==> src/rtl/int8_dequantizer.sv <==
// Two-stage valid/ready pipelined int8 dequantizer: y = round(q * max_num / 127) via a fixed-point reciprocal.
// Optional clamping of results to OUT_WIDTH is enabled by defining DEQUANTIZER_SATURATE_EN.
module int8_dequantizer #(
    parameter int IN_WIDTH       = 8,
    parameter int IN_SIZE        = 4,
    parameter int IN_PARALLELISM = 1,
    parameter int MAX_NUM_WIDTH  = 16,
    parameter int OUT_WIDTH      = MAX_NUM_WIDTH + 1,
    parameter int RECIP_SHIFT    = 16,
    parameter int RECIP          = ((2 ** RECIP_SHIFT) + 63) / 127,
    parameter int COUNT_WIDTH    = 16
) (
    input  logic                                            clk,
    input  logic                                            rst,
    input  logic [IN_WIDTH*IN_SIZE*IN_PARALLELISM-1:0]      data_in,
    input  logic [MAX_NUM_WIDTH-1:0]                        max_num_in,
    input  logic                                            data_in_valid,
    output logic                                            data_in_ready,
    output logic [OUT_WIDTH*IN_SIZE*IN_PARALLELISM-1:0]     data_out,
    output logic                                            data_out_valid,
    input  logic                                            data_out_ready,
    output logic [COUNT_WIDTH-1:0]                          beat_count
);
    localparam int N  = IN_SIZE * IN_PARALLELISM;
    localparam int PW = IN_WIDTH + MAX_NUM_WIDTH + 1;
    // Headroom so prod*RECIP plus the rounding half never overflows.
    localparam int SW = PW + RECIP_SHIFT + 2;
    localparam int YW = SW - RECIP_SHIFT;
    localparam logic signed [SW-1:0] RECIP_C = SW'(RECIP);
    localparam logic signed [SW-1:0] HALF_C  = SW'(1) << (RECIP_SHIFT - 1);

    logic                          en;
    logic                          s1_valid_reg;
    logic                          out_valid_reg;
    logic [N-1:0][PW-1:0]          prod_reg;
    logic [N-1:0][PW-1:0]          prod_next;
    logic [N-1:0][OUT_WIDTH-1:0]   data_out_reg;
    logic [N-1:0][OUT_WIDTH-1:0]   y_next;
    logic [COUNT_WIDTH-1:0]        beat_count_reg;

    assign en             = !out_valid_reg || data_out_ready;
    assign data_in_ready  = en;
    assign data_out_valid = out_valid_reg;
    assign data_out       = data_out_reg;
    assign beat_count     = beat_count_reg;

    generate
        for (genvar gi = 0; gi < N; gi++) begin : g_elem
            logic signed [IN_WIDTH-1:0] q;
            logic signed [PW-1:0]       q_ext;
            logic signed [PW-1:0]       m_ext;
            logic signed [PW-1:0]       p_reg_s;
            logic signed [SW-1:0]       scaled;

            assign q             = data_in[gi*IN_WIDTH +: IN_WIDTH];
            assign q_ext         = PW'(q);
            assign m_ext         = PW'({1'b0, max_num_in});
            assign prod_next[gi] = q_ext * m_ext;
            assign p_reg_s       = prod_reg[gi];
            assign scaled        = SW'(p_reg_s) * RECIP_C + HALF_C;

`ifdef DEQUANTIZER_SATURATE_EN
            logic signed [YW-1:0]      y;
            logic [OUT_WIDTH-1:0]      y_sat;
            assign y = YW'(scaled >>> RECIP_SHIFT);
            // Out of range whenever the bits above the output sign bit are not a pure sign extension.
            always_comb begin
                y_sat = y[OUT_WIDTH-1:0];
                if (y[YW-1:OUT_WIDTH-1] != {(YW-OUT_WIDTH+1){y[YW-1]}}) begin
                    y_sat = y[YW-1] ? {1'b1, {(OUT_WIDTH-1){1'b0}}}
                                    : {1'b0, {(OUT_WIDTH-1){1'b1}}};
                end
            end
            assign y_next[gi] = y_sat;
`else
            assign y_next[gi] = OUT_WIDTH'(scaled >>> RECIP_SHIFT);
`endif
        end
    endgenerate

    always_ff @(posedge clk) begin
        if (rst) begin
            s1_valid_reg  <= 1'b0;
            out_valid_reg <= 1'b0;
            prod_reg      <= '0;
            data_out_reg  <= '0;
        end else if (en) begin
            s1_valid_reg  <= data_in_valid;
            out_valid_reg <= s1_valid_reg;
            // Bubbles advance the valid bits but leave the payload untouched.
            if (data_in_valid) begin
                prod_reg <= prod_next;
            end
            if (s1_valid_reg) begin
                data_out_reg <= y_next;
            end
        end
    end

    always_ff @(posedge clk) begin
        if (rst) begin
            beat_count_reg <= '0;
        end else if (out_valid_reg && data_out_ready) begin
            beat_count_reg <= beat_count_reg + 1'b1;
        end
    end
endmodule

==> config.mk <==
export PLATFORM = sky130hd
export DESIGN_NAME = int8_dequantizer
export DESIGN_NICKNAME = d
export VERILOG_FILES = /design/src/rtl/int8_dequantizer.sv
export SDC_FILE = /design/constraint.sdc
export NUM_CORES = 2
export LEC_CHECK = 0
export ABC_AREA = 1
export ABC_CLOCK_PERIOD_IN_PS = 15790
export CORE_MARGIN = 2
export CORE_UTILIZATION = 32
export DETAILED_ROUTE_END_ITERATION = 16
export HOLD_SLACK_MARGIN = 0.06
export MAX_ROUTING_LAYER = met4
export PLACE_DENSITY = 0.44
export SYNTH_ARGS = -nofsm -noshare
export SYNTH_HDL_FRONTEND = slang
export SYNTH_SLANG_ARGS = --single-unit
==> constraint.sdc <==
create_clock -name clk -period 15.79 [get_ports clk]
set_input_delay 1.579 -clock clk [delete_from_list [all_inputs] [get_ports clk]]
set_output_delay 1.579 -clock clk [all_outputs]
set_load 0.01 [all_outputs]
==> results.json <==
{
  "drc": 0,
  "syn_inst": 5185,
  "grt_max_degree": 84,
  "place_area_um2": 37400,
  "fmax_ghz": 0.151,
  "final_common_cell": "inv_1",
  "routed.top_layer": "met4",
  "grt_pass1_vias": 29100,
  "wl_um": 97800,
  "dpl.hpwl_um": 79500,
  "slew_viol_final": 0,
  "cts.repair.resized": 0,
  "async_flop_share": 0,
  "vdd_ir_drop_max_mv": 0.0823,
  "path_clk_slew_ns": 0.07,
  "layout.nets": 6087,
  "layout_common_cells": "inv_1 (1,308), nand2_1 (1,204), ha_1 (493)",
  "start_util": 0.323,
  "die_width_um": 333,
  "largest_reg_flops": 100,
  "nFillCells": 11800,
  "grt_overflow": 0,
  "postCtsHoldBufs": 0,
  "rsz0062_at_grt": "false",
  "cts_buffers": 17,
  "cts_tree": "yes",
  "root_buffer": "clkbuf_16",
  "synth_fp_nets": 6070,
  "setup_viol": 0,
  "rows": 120,
  "cts.sink_count": 186,
  "p_leak_uw": 0.0227,
  "syn-cell-area_um2": 34700,
  "grt_antenna_before_repair": 6,
  "min_period_over_period": 0.420,
  "dr.pass1.iters": 7,
  "viasPerCell": 4.46,
  "fin_area_um2": 37900,
  "io_pins": 138,
  "grt_pass1_wl_um": 160000,
  "multiInputGateArea_um2": 25400,
  "cts_setup_buffers": 0,
  "yosysWarningCount": 0,
  "min-delay-start": "s1_valid_reg$_SDFFE_PP0N_",
  "setup.worst_path.end_class": "flop",
  "ys.flop_type": "dfxtp_1",
  "met3_length_um": 2580,
  "area_growth_pct": 9.40,
  "die-area_um2": 111000,
  "path_class": "input pin to flop",
  "synth.distinct_cells": 50,
  "routabilityCongestion": 0.851,
  "synth_edf_count": 0,
  "p_per_area_nw_per_um2": 139,
  "seqCellArea_um2": 3720,
  "cts_buffer_depth": 2,
  "wl_met2_um": 39800,
  "crit_start": "data_in[7]",
  "track_usage": 0.185,
  "clock-skew-final_ns": 0.0147,
  "synth-seq-area-share": 0.107,
  "synth_area_per_cell_um2": 6.69,
  "r2r_start": "g_elem[2].p_reg_s[10]$_SDFFE_PP0P_",
  "antenna_left": 0,
  "relSlewSlack": 0.343,
  "start_kind": "input pin",
  "vias": 29500,
  "drtIter0Drc": 1654,
  "r2r_slack_ns": 12.41,
  "met1Wirelength_um": 54600,
  "io_buffers": 137,
  "cp_max_fo": 14,
  "ys_ff_latch": 186,
  "die_h_um": 333,
  "h-tree-depth": 4,
  "wire_per_inst_um": 14.8,
  "core_um2": 107000,
  "fin_crit_ns": 6.63,
  "worstSkewPairLatency_ns": 0.49,
  "tightest_slew_ns": 0.980,
  "worstPathRequired_ns": 16.22,
  "drv_cap": 0,
  "drive_gt1_frac": 0.0382,
  "finalSetupTns_ns": 0,
  "hold_viol": 0,
  "cp.arrival_ns": 7.06,
  "hold_path.class": "flop to flop",
  "status": "finished clean"
}
[area by class of cell]
| type | instances | area share |
|---|---|---|
| clock inverters | 15 | 0.00340 |
| multi-input cells | 3517 | 0.670 |
| diodes | 3 | 0.000198 |
| inverters | 1320 | 0.131 |
| well taps | 1403 | 0.0463 |
| flip-flops and latches | 186 | 0.0981 |
| clock buffers | 17 | 0.0112 |
| repair buffers | 160 | 0.0406 |
[critical path, stage by stage]
cell and delay, ns:
clkdlybuf4s50_1 0.66, inv_1 0.57, nor2_1 0.13, fa_1 0.53
fa_1 0.52, fa_1 0.54, inv_1 0.05, fa_1 0.57
inv_1 0.05, ha_1 0.35, nand2_1 0.13, nor4_1 0.42
a21oi_1 0.16, o21ai_0 0.32, a21o_1 0.19, a21oi_1 0.06
o21ai_0 0.12, nand2_1 0.07, inv_1 0.05
[Yosys cell counts (3+ instances only)]
master	count	share of area
a21boi_0	3	0.00065
a21o_1	13	0.0028
a21oi_1	177	0.026
a21oi_2	5	0.0013
a221oi_1	3	0.00076
a31oi_1	7	0.0013
and2_1	7	0.0013
buf_1	7	0.00076
clkbuf_1	153	0.017
dfxtp_1	186	0.11
fa_1	340	0.20
ha_1	493	0.18
inv_1	1308	0.14
inv_2	10	0.0011
nand2_1	1205	0.13
nand2_2	34	0.0061
nand3_1	218	0.031
nand3_2	13	0.0038
nand3b_1	8	0.0017
nand4_1	60	0.011
nor2_1	471	0.051
nor2_2	37	0.0067
nor2_4	5	0.0016
nor3_1	19	0.0027
nor3_2	12	0.0035
nor4_1	9	0.0016
o211ai_1	29	0.0063
o21a_1	5	0.0011
o21ai_0	182	0.026
o21ai_1	9	0.0013
o21bai_1	18	0.0039
o221ai_1	3	0.00076
o31ai_1	3	0.00065
or2_2	13	0.0023
xnor2_1	45	0.011
xor2_1	53	0.013
[final timing paths]
path,endpoint,cells past startpoint
hold / removal,s1_valid_reg$_SDFFE_PP0N_,2
setup reg to reg,data_out[49]$_SDFFE_PP0P_,17
hold reg to reg,s1_valid_reg$_SDFFE_PP0N_,2
setup / recovery,g_elem[0].p_reg_s[20]$_SDFFE_PP0P_,19
[cells by family (layout without fill, tap and decap cells)]
family | count (synthesis) | count (layout) | synth area share
simple gates | 2122 | 2122 | 0.259
buf+inv | 1482 | 1512 | 0.160
compound gates | 463 | 463 | 0.0741
other cells | 0 | 3 | 0
fa+ha+maj | 833 | 833 | 0.374
xor+xnor | 99 | 99 | 0.0252
flops | 186 | 186 | 0.107
[through the flow]
| stage | instances | hold slack, ns | total power [µW] | util | setup slack [ns] |
|---|---|---|---|---|---|
| after floorplan | 5185 | 0.443 | 3660 | - | 9.77 |
| after detailed placement | 6586 | 0.461 | 4850 | 0.348 | 8.58 |
| after global placement | 6586 | 0.457 | 4870 | 0.348 | 8.64 |
| final | 6621 | 0.472 | 5270 | 0.353 | 9.16 |
| after global routing | 6621 | 0.498 | 5980 | 0.353 | 8.75 |
| after CTS | 6618 | 0.471 | 5330 | 0.353 | 9.10 |
[power by group]
part           internal, µW  switching, µW
combinational          1490           2680
clock                   206            217
sequential              568            106
[routing by layer]
metal | global-route usage | vias up
met3 | 0.0151 | 37
met4 | 0.0293 | 0
met2 | 0.271 | 382
met1 | 0.279 | 13500
li1 | - | 15600
met5 | - | -
No activity file was read; power rests on OpenSTA's default activity.
